File: config.mk
export PLATFORM = sky130hd
export DESIGN_NAME = adc_sync_align_ctrl
export DESIGN_NICKNAME = d
export VERILOG_FILES = /design/src/rtl/adc_sync_align_ctrl.sv
export SDC_FILE = /design/constraint.sdc
export NUM_CORES = 1
export LEC_CHECK = 0
export CAP_MARGIN = 5
export CELL_PAD_IN_SITES_DETAIL_PLACEMENT = 0
export CELL_PAD_IN_SITES_GLOBAL_PLACEMENT = 1
export CORE_ASPECT_RATIO = 0.8
export CORE_UTILIZATION = 48
export CTS_CLUSTER_DIAMETER = 30
export DETAILED_ROUTE_END_ITERATION = 10
export PLACE_DENSITY_LB_ADDON = 0.25
export SYNTH_ARGS = -nofsm -noshare
export SYNTH_HDL_FRONTEND = slang
export SYNTH_SLANG_ARGS = --single-unit
File: constraint.sdc
create_clock -name clk -period 12.9 [get_ports clk]
set_clock_uncertainty 0.2 [all_clocks]
set_input_delay 3.225 -clock clk [delete_from_list [all_inputs] [get_ports clk]]
set_output_delay 3.225 -clock clk [all_outputs]
set_load 0.05 [all_outputs]
File: src/rtl/adc_sync_align_ctrl.sv
// adc_sync_align_ctrl
// Runs the four-channel ADC sync check and, while it fails, issues bitslip
// requests to the B/C/D capture paths in a fixed B, C, D rotation until the
// check passes or the attempt budget runs out. Everything is in the ADC data
// clock domain. All outputs are registered from the next-state decode.
//
// Handshake: start is a single-cycle request with no ready. It is accepted only
// in IDLE, LOCKED or FAIL. In any other state it is dropped silently, and busy
// tells the host whether a request will be taken.
module adc_sync_align_ctrl #(
   parameter int SETTLE_CYCLES = 64,
   parameter int WINDOW_W      = 16,
   parameter int MAX_TRY       = 12
) (
   input  logic                clk,
   input  logic                rst_n,
   input  logic                start,
   input  logic [WINDOW_W-1:0] window_len,
   output logic                detect_out,
   input  logic                adc_is_sync,
   output logic                slip_pulse,
   output logic [1:0]          slip_sel,
   output logic                busy,
   output logic                locked,
   output logic                fail,
   output logic [7:0]          try_cnt
);

   localparam int SET_W = $clog2(SETTLE_CYCLES + 1);
   localparam int CNT_W = (SET_W > WINDOW_W) ? SET_W : WINDOW_W;
   localparam logic [CNT_W-1:0] SETTLE_LAST = CNT_W'(SETTLE_CYCLES - 1);
   localparam logic [CNT_W-1:0] WAIT_LAST   = CNT_W'(3);
   localparam logic [7:0]       MAX_TRY_C   = 8'(MAX_TRY);

   typedef enum logic [2:0] {
      ST_IDLE,
      ST_SETTLE,
      ST_DETECT,
      ST_WAIT_RES,
      ST_EVAL,
      ST_SLIP,
      ST_LOCKED,
      ST_FAIL
   } state_t;

   state_t              r_state;
   state_t              w_next;
   logic [CNT_W-1:0]    r_cnt;
   logic [CNT_W-1:0]    w_cnt_next;
   logic [WINDOW_W-1:0] r_win;
   logic [WINDOW_W-1:0] w_win_next;
   logic [7:0]          r_try;
   logic [7:0]          w_try_next;
   logic [CNT_W-1:0]    w_win_last;
   logic [1:0]          w_sel_next;
   logic                w_busy_next;
   logic                r_detect;
   logic                r_slip;
   logic [1:0]          r_sel;
   logic                r_busy;
   logic                r_locked;
   logic                r_fail;

   // Latched window is never 0, so the last-cycle index cannot underflow.
   assign w_win_last = CNT_W'(r_win) - CNT_W'(1);

   // Next-state, phase counter, window latch and attempt count.
   always_comb begin
      w_next     = r_state;
      w_cnt_next = r_cnt;
      w_win_next = r_win;
      w_try_next = r_try;
      case (r_state)
         ST_IDLE, ST_LOCKED, ST_FAIL: begin
            if (start) begin
               w_next     = ST_SETTLE;
               w_cnt_next = '0;
               w_win_next = (window_len == '0) ? WINDOW_W'(1) : window_len;
               w_try_next = 8'd0;
            end
         end
         ST_SETTLE: begin
            w_cnt_next = r_cnt + CNT_W'(1);
            if (r_cnt == SETTLE_LAST) begin
               w_next     = ST_DETECT;
               w_cnt_next = '0;
            end
         end
         ST_DETECT: begin
            w_cnt_next = r_cnt + CNT_W'(1);
            if (r_cnt == w_win_last) begin
               w_next     = ST_WAIT_RES;
               w_cnt_next = '0;
            end
         end
         ST_WAIT_RES: begin
            w_cnt_next = r_cnt + CNT_W'(1);
            if (r_cnt == WAIT_LAST) begin
               w_next     = ST_EVAL;
               w_cnt_next = '0;
            end
         end
         ST_EVAL: begin
            w_try_next = r_try + 8'd1;
            if (adc_is_sync)
               w_next = ST_LOCKED;
            else if (w_try_next == MAX_TRY_C)
               w_next = ST_FAIL;
            else
               w_next = ST_SLIP;
         end
         ST_SLIP: begin
            w_next     = ST_SETTLE;
            w_cnt_next = '0;
         end
         default: begin
            w_next = ST_IDLE;
         end
      endcase
   end

   // Output decode of the next state; the rotation comes from the attempt count.
   always_comb begin
      w_sel_next = 2'd0;
      if (w_next == ST_SLIP)
         w_sel_next = 2'(((w_try_next - 8'd1) % 8'd3) + 8'd1);
      w_busy_next = (w_next == ST_SETTLE) || (w_next == ST_DETECT) ||
                    (w_next == ST_WAIT_RES) || (w_next == ST_EVAL) ||
                    (w_next == ST_SLIP);
   end

   // State, counters and registered outputs.
   always_ff @(posedge clk or negedge rst_n) begin
      if (!rst_n) begin
         r_state  <= ST_IDLE;
         r_cnt    <= '0;
         r_win    <= WINDOW_W'(1);
         r_try    <= 8'd0;
         r_detect <= 1'b0;
         r_slip   <= 1'b0;
         r_sel    <= 2'd0;
         r_busy   <= 1'b0;
         r_locked <= 1'b0;
         r_fail   <= 1'b0;
      end else begin
         r_state  <= w_next;
         r_cnt    <= w_cnt_next;
         r_win    <= w_win_next;
         r_try    <= w_try_next;
         r_detect <= (w_next == ST_DETECT);
         r_slip   <= (w_next == ST_SLIP);
         r_sel    <= w_sel_next;
         r_busy   <= w_busy_next;
         r_locked <= (w_next == ST_LOCKED);
         r_fail   <= (w_next == ST_FAIL);
      end
   end

   assign detect_out = r_detect;
   assign slip_pulse = r_slip;
   assign slip_sel   = r_sel;
   assign busy       = r_busy;
   assign locked     = r_locked;
   assign fail       = r_fail;
   assign try_cnt    = r_try;

endmodule

* Word level (Yosys, flattened, before mapping)
Cells that the tools add are included.
Storage, ports and cells: register bits 50, input bits 20, output and inout bits 15, word-level logic and storage cells 61
Operators by class: $add $sub $neg 5, divide/modulo/power cells 1, equal/unequal tests 19, mux-type cells 16, reductions and logical operators 10
Operator list (count):
- 16-bit 2-to-1 mux | 5
- 16-bit one-hot mux with 5 select lines | 1
- 3-bit == test (second input constant) | 8
- 3-bit one-hot mux with 6 select lines | 1
- 16-bit by 1-bit adder with 16-bit output (second input constant) | 1
- 16-bit == test | 1
- 16-bit by 2-bit == test with 1-bit output (second input constant) | 1
- 16-bit by 6-bit == test with 1-bit output (second input constant) | 1
- 16-bit zero test | 1
- 8-bit one-hot mux with 2 select lines | 1
- 16-bit by 1-bit subtractor with 16-bit output (second input constant) | 1
- 3-bit by 2-bit == test with 1-bit output (second input constant) | 4
- 3-bit 2-to-1 mux | 4
- 8-bit by 1-bit adder with 8-bit output (second input constant) | 1
- 8-bit by 4-bit == test with 1-bit output (second input constant) | 1
- 8-bit by 2-bit remainder unit with 8-bit output (second input constant) | 1
- 8-bit 2-to-1 mux | 1
- 8-bit by 1-bit subtractor with 8-bit output (second input constant) | 1
- 3-bit by 1-bit == test with 1-bit output (second input constant) | 2
- 2-bit 2-to-1 mux | 3
- 5-bit nonzero test | 1
- 1-bit logical OR | 4
- 2-bit AND reduction | 2
- 3-bit zero test | 1
- 3 further kinds | 3

* Logic depth before layout (Yosys ltp)
Gate-level depths: netlist of the first run.
word-level depth 10, gate-level depth with buffers 25, depth with buffers taken out 23

* Worst setup path after synthesis of the first run
No wires, ideal clock.
path kind input to register, from in start, to reg r_sel[1], in the netlist slip_sel[1], library setup time 65 ps, arrival 7313 ps, required time 12635 ps, slack 5323 ps, cell stages on the path 23, buffers on the path 1, cells stage by stage o21ba_2 -> o21ai_1 -> nand2_1 -> o21ai_0 -> inv_1 -> ha_1 -> clkbuf_1 -> a21oi_1 -> a21boi_0 -> o32a_1 -> nand2_1 -> nor3_1 -> a41oi_1 -> nand3_1 -> ha_1 -> inv_1 -> nand3_1 -> or3_1 -> and2_1 -> ha_1 -> or3_1 -> a21o_1 -> nand2_1
Between the ends: word-level cells in the longest chain between the ends 6, elaborated cells between the ends (all ways) 9, those cells by class 2 x add/sub; 1 x div; 1 x eq/ne; 5 x mux
Ends and longest elaborated chain:
- from (decl) | line 17 | input logic start,
- 8-bit 2-to-1 mux | line 75 | if (start) begin
- 8-bit one-hot mux with 2 select lines | line 73 | case (r_state)
- named net w_try_next[0] | line 53 | logic [7:0] w_try_next;
- 8-bit by 1-bit subtractor with 8-bit output | line 126 | w_sel_next = 2'(((w_try_next - 8'd1) % 8'd3) + 8'd1);
- 8-bit by 2-bit remainder unit with 8-bit output | line 126
- 2-bit by 1-bit adder with 2-bit output | line 126
- 2-bit 2-to-1 mux | line 125 | if (w_next == ST_SLIP)
- named net w_sel_next[1] | line 55 | logic [1:0] w_sel_next;
- to (signal assigned) | line 152 | r_sel <= w_sel_next;
- to (decl) | line 59 | logic [1:0] r_sel;
The timed path passes the listed nets, and every way through them passes these cells. A chain may end at the register's enable or synchronous reset.

* Final worst setup path of the first run
Ends and elaborated chain as after synthesis.

==> results.sh, run 1 <==
export IMPL_p_sw_share_pct=49.0
export IMPL_grt_pass1_wl_um=17000
export IMPL_hp_start="r_win[15]"
export IMPL_synthArstFlopShare_pct=100
export IMPL_num_vias=3792
export IMPL_track_usage_pct=24.0
export IMPL_cts_tree="done"
export IMPL_rsz0062_at_grt="no"
export IMPL_dp_hpwl_um=7630
export IMPL_fp_dieH_um=84.2
export IMPL_setup_worst_path_start_class="input pin"
export IMPL_synth_area_um2=4050
export IMPL_ys_warn_count=0
export IMPL_drc_errors=0
export IMPL_slew_viol_final=0
export IMPL_min_period_ps=8460
export IMPL_area_delta_synth_final_pct=11.0
export IMPL_drv_cap=0
export IMPL_cp_max_fo=13
export IMPL_antenna_found_initial=0
export IMPL_worstSetupPathType="input pin to register"
export IMPL_htreeDepth=2
export IMPL_clock_sinks=50
export IMPL_power_density_nw_per_um2=202
export IMPL_ys_seq_area_share_pct=30.9
export IMPL_cts_made_buffers=5
export IMPL_max_slew_margin_pct=49.9
export IMPL_syn_inst=502
export IMPL_gp_congestion=0.989
export IMPL_tightest_slew_ps=752
export IMPL_fp_dieW_um=105
export IMPL_r2r_start="r_state[2]"
export IMPL_io_buffers=34
export IMPL_synth_seq_cells=50
export IMPL_routed_wirelength_um=10200
export IMPL_outcome="complete, no violations"
export IMPL_synthDistinctLibCells=82
export IMPL_r2r_cells=20
export IMPL_postRouteAntennaNets=0
export IMPL_drt_pre_antenna_iters=5
export IMPL_coreArea_um2=8060
export IMPL_start_util_pct=50.3
export IMPL_synth_area_per_cell_um2=8.08
export IMPL_diodes=0
export IMPL_hold_path_class="register to register"
export IMPL_setup_viol=0
export IMPL_clkTransAtPathRegs_ps=100
export IMPL_crit_required_ps=12950
export IMPL_clkPwrFrac_pct=10.3
export IMPL_final_nets=551
export IMPL_syn_nets=530
export IMPL_grt_start_max_net_pins=51
export IMPL_clockBufferDepth=2
export IMPL_grt_pass1_vias=3317
export IMPL_seq_power_share_pct=29.7
export IMPL_grt_remaining_overflow=0
export IMPL_critPathCaptureType="register"
export IMPL_place_ws_ps=4190
export IMPL_critPathLaunch="start"
export IMPL_io_pins=35
export IMPL_insertion_delay_ps=310
export IMPL_wl_met3_um=550
export IMPL_timing_fmax_mhz=118
export IMPL_postCtsSetupBuffers=0
export IMPL_routed_top_layer="met4"
export IMPL_arrival_ps=8520
export IMPL_power_leakage_nw=1.89
export IMPL_wl_met1_um=5450
export IMPL_hold_buffers=0
export IMPL_p_int_uw=464
export IMPL_hold_viol_final=0
export IMPL_p_comb_share_pct=60.0
export IMPL_synth_edf_count=0
export IMPL_layout_setup_ws_ps=4440
export IMPL_whs_path_depth=2
export IMPL_layout_commonest_cell="nand2_1"
export IMPL_ir_drop_mv=0.109
export IMPL_vias_per_cell=6.00
export IMPL_drt_iter0_drc=233
export IMPL_clockRootBuffer="clkbuf_8"
export IMPL_ys_flop_type="dfrtp_1"
export IMPL_detail_route_wl_per_cell_um=16.1
export IMPL_p_sw_uw=446
export IMPL_period_share_pct=65.6
export IMPL_final_cell_mix="nand2_1, dfrtp_1, clkdlybuf4s50_1"
export IMPL_ctsResizeCount=0
export IMPL_row_count=29
export IMPL_die_area_um2=8820
export IMPL_final_layout_size_suffix_gt1_share_pct=7.82
export IMPL_final_fill_count=761
export IMPL_wl_met2_um=4150
export IMPL_tns_ps=0
## final timing paths
check | to | slack [ps]
worst max-delay path | slip_sel[1] | 4440
worst min-delay path | r_win[15] | 310
worst max register to register | slip_sel[1] | 7090
worst min register to register | r_win[15] | 310
max in group asynchronous | r_win[2] | 9260
min in group asynchronous | r_cnt[15] | 2800
## logic make-up (layout without fill, tap and decap cells)
| family | count (synthesis) | count (layout) | share of synthesized area (%) |
|---|---|---|---|
| AND/OR/NAND/NOR | 222 | 222 | 28.8 |
| AO/OA/AOI/OAI | 138 | 138 | 24.4 |
| flip-flops | 50 | 50 | 30.9 |
| buffers and inverters | 48 | 70 | 5.46 |
| XOR/XNOR | 32 | 32 | 6.91 |
| adder cells (fa/ha/maj) | 8 | 8 | 2.47 |
| multiplexers | 4 | 4 | 1.02 |
## routing by layer
metal / track usage [%] / up-vias
li1: - / 1892
met1: 38.5 / 1786
met2: 33.7 / 107
met3: 3.57 / 7
met4: 4.61 / 0
met5: 0 / -
## metrics by stage
stage | std cells | power [mW] | instance area [um^2] | hold slack [ps] | util [%]
finish | 632 | 0.910 | 4500 | 312 | 55.9
global route | 632 | 0.992 | 4500 | 333 | 55.9
CTS | 632 | 0.909 | 4500 | 319 | 55.9
detailed placement | 624 | 0.813 | 4420 | 296 | 54.8
global placement | 624 | 0.799 | 4420 | 286 | 54.8
floorplan | 502 | 0.703 | 4050 | 267 | -
## state kept, by name, indices dropped and copies added, names as in the netlist
name / count
r_state: 3
locked: 1
slip_sel: 2
detect_out: 1
slip_pulse: 1
try_cnt: 8
busy: 1
r_win: 16
r_cnt: 16
fail: 1
## cell usage after synthesis, types with 6 or more instances
cell | instances | area [um^2]
a21oi_1 | 16 | 80.1
a41oi_1 | 6 | 52.6
and3_1 | 15 | 93.8
buf_2 | 7 | 35.0
clkbuf_1 | 11 | 41.3
dfrtp_1 | 49 | 1230
ha_1 | 8 | 100
inv_1 | 24 | 90.1
nand2_1 | 80 | 300
nand2b_1 | 13 | 81.3
nand3_1 | 19 | 95.1
nor2_1 | 24 | 90.1
nor3_1 | 11 | 55.1
nor4_1 | 10 | 62.6
o211ai_1 | 8 | 60.1
o21ai_0 | 29 | 145
o22ai_1 | 13 | 81.3
or3_1 | 7 | 43.8
xnor2_1 | 25 | 219
xor2_1 | 7 | 61.3
## power groups by stage
stage	sequential (mW)	clock, mW	combinational (mW)
detailed placement	0.272	0	0.541
global placement	0.271	0	0.528
floorplan	0.265	0	0.438
CTS	0.269	0.0972	0.543
finish	0.270	0.0937	0.546
global route	0.279	0.101	0.612
## area by class of cell
| class | instances | area (um^2) | share of cell area (%) |
|---|---|---|---|
| clock buffers | 7 | 76.3 | 1.70 |
| flip-flops and latches | 50 | 1250 | 27.8 |
| inverters | 26 | 100 | 2.22 |
| clock inverters | 1 | 7.51 | 0.167 |
| multi-input cells | 404 | 2580 | 57.3 |
| repair buffers | 36 | 350 | 7.78 |
| well taps | 108 | 135 | 3.00 |
## critical path, cell delays in order
cell             delay, ps
clkdlybuf4s50_1        610
a21bo_2                210
o21ai_1                170
nand2_1                120
o21ai_0                260
inv_1                  130
ha_1                   480
o211ai_1               240
or3_1                  450
a21oi_1                260
o32ai_1                110
o22ai_1                240
nand3_1                180
ha_1                   230
inv_1                   90
nand3_1                100
or3_1                  350
and2_1                 180
ha_1                   280
or3_1                  360
a21o_1                 160
nand2_1                 60
(Power assumes the default switching activity.)
==> run 2: changes to the inputs <==
Settings changed: CORE_UTILIZATION 48 to 40.
Clock period 12.9 ns to 7.2 ns, I/O delays scaled along.
==> results.sh, run 2 (synthesis gave the netlist of run 1 again) <==
export IMPL_start_util_pct=41.7
export IMPL_row_count=32
export IMPL_worst_path_buf_inv=2
export IMPL_outcome="complete, no violations"
export IMPL_crit_required_ps=7230
export IMPL_timing_fmax_mhz=150
export IMPL_insertion_delay_ps=290
export IMPL_max_slew_margin_pct=56.4
export IMPL_coreArea_um2=9730
export IMPL_ir_drop_mv=0.159
export IMPL_power_density_nw_per_um2=369
export IMPL_area_delta_synth_final_pct=15.2
export IMPL_power_leakage_nw=1.97
export IMPL_clock_sinks=50
export IMPL_tightest_slew_ps=650
export IMPL_period_share_pct=92.8
export IMPL_min_period_ps=6680
export IMPL_setup_worst_path_start_class="input pin"
export IMPL_diodes=0
export IMPL_grt_pass1_wl_um=18100
export IMPL_hold_ws_ps=315
export IMPL_postCtsSetupBuffers=0
export IMPL_hold_path_class="register to register"
export IMPL_fp_dieH_um=92.0
export IMPL_setup_viol=0
export IMPL_drc_errors=0
export IMPL_final_nets=560
export IMPL_layout_commonest_cell="nand2_1"
export IMPL_die_area_um2=10500
export IMPL_critPathCaptureType="register"
export IMPL_cp_top_family="compound AO/OA/AOI/OAI gates"
export IMPL_antenna_found_initial=0
export IMPL_gp_congestion=0.939
export IMPL_tns_ps=0
export IMPL_routed_wirelength_um=10700
export IMPL_slew_viol_final=0
export IMPL_dp_hpwl_um=8090
export IMPL_cp_max_fo=9
export IMPL_cts_made_buffers=5
export IMPL_detail_route_wl_per_cell_um=16.0
export IMPL_worstPathCellList="clkdlybuf4s50_1 > a21bo_2 > o21ai_1 > a22oi_1 > ha_1 > o211ai_1 > or3_1 > a21oi_1 > o32ai_1 > o22ai_1 > nand3_1 > ha_1 > inv_1 > nand3_1 > or3_1 > and2_1 > ha_1 > or3_1 > a21o_1 > nand2_1"
export IMPL_grt_pass1_vias=3561
export IMPL_drv_cap=0
export IMPL_grt_remaining_overflow=0
export IMPL_drt_pre_antenna_iters=4
export IMPL_clkTransAtPathRegs_ps=60
export IMPL_vias_per_cell=5.71
export IMPL_max_stage_delay_ps=500
export IMPL_crit_slowest_cell="clkdlybuf4s50_1"
export IMPL_fp_dieW_um=115
export IMPL_hold_viol_final=0
export IMPL_ctsResizeCount=0
export IMPL_clockBufferDepth=2
export IMPL_io_buffers=34
export IMPL_io_pins=35
export IMPL_hold_buffers=0
export IMPL_worstSetupPathType="input pin to register"
export IMPL_grt_start_max_net_pins=51
export IMPL_num_vias=3822
export IMPL_drt_iter0_drc=278
export IMPL_htreeDepth=2
export IMPL_final_layout_size_suffix_gt1_share_pct=9.57
export IMPL_final_cell_mix="nand2_1, dfrtp_1, clkdlybuf4s50_1"
export IMPL_clockRootBuffer="clkbuf_16"
export IMPL_rsz0062_at_grt="no"
export IMPL_track_usage_pct=21.6
export IMPL_postRouteAntennaNets=0
export IMPL_cts_tree="done"
export IMPL_arrival_ps=6710
[run 2: cell count changes in the layout (fill, tap and decap cells not counted), sizes merged]
cell,delta
buf,+9
clkinvlp,-1
clkinv,+1
[run 2: power breakdown]
group | switching (mW) | internal, mW
clock | 0.103 | 0.138
sequential | 0.123 | 0.362
combinational | 0.580 | 0.415
[run 2: routing by layer]
metal	global-route usage [%]	wire [um]	vias up
met4	4.44	104	0
met1	32.7	5580	1811
met5	0	0	-
li1	-	-	1904
met3	4.03	654	8
met2	31.6	4340	99
[run 2: final cells by class]
class                           instances  area, um^2
Clock inverter                          1        5.00
Inverter                               26         100
Timing Repair Buffer                   45         418
Fill cell                             978        5060
Clock buffer                            7         143
Multi-Input combinational cell        404        2580
Sequential cell                        50        1250
Tap cell                              136         170
[run 2: tightest hold or removal path: stages, from the launching register on]
cell     delay, ps
dfstp_2        390
nand2_1         50
o21ai_0         70
[run 2: path summary, 6_finish.rpt]
path | from | slack [ps] | endpoint | cells after the start
worst min-delay path | r_win[0] | 320 | r_win[0] | 2
min in group asynchronous | rst_n | 1420 | r_state[0] | 2
worst max-delay path | start | 520 | slip_sel[1] | 20
worst min register to register | r_win[0] | 320 | r_win[0] | 2
max in group asynchronous | rst_n | 4940 | r_cnt[0] | 2
worst max register to register | r_state[2] | 1760 | slip_sel[1] | 19
[run 2: stage by stage]
stage / worst slack, ps / util, % / total power, mW / cell area [um^2] / std cells
2_1_floorplan: 1050 / - / 1.26 / 4050 / 502
3_3_place_gp: 386 / 46.5 / 1.46 / 4520 / 661
3_5_place_dp: 295 / 46.5 / 1.48 / 4520 / 661
4_1_cts: 567 / 48.0 / 1.73 / 4670 / 669
5_1_grt: 151 / 48.0 / 1.88 / 4670 / 669
6_report: 520 / 48.0 / 1.72 / 4670 / 669
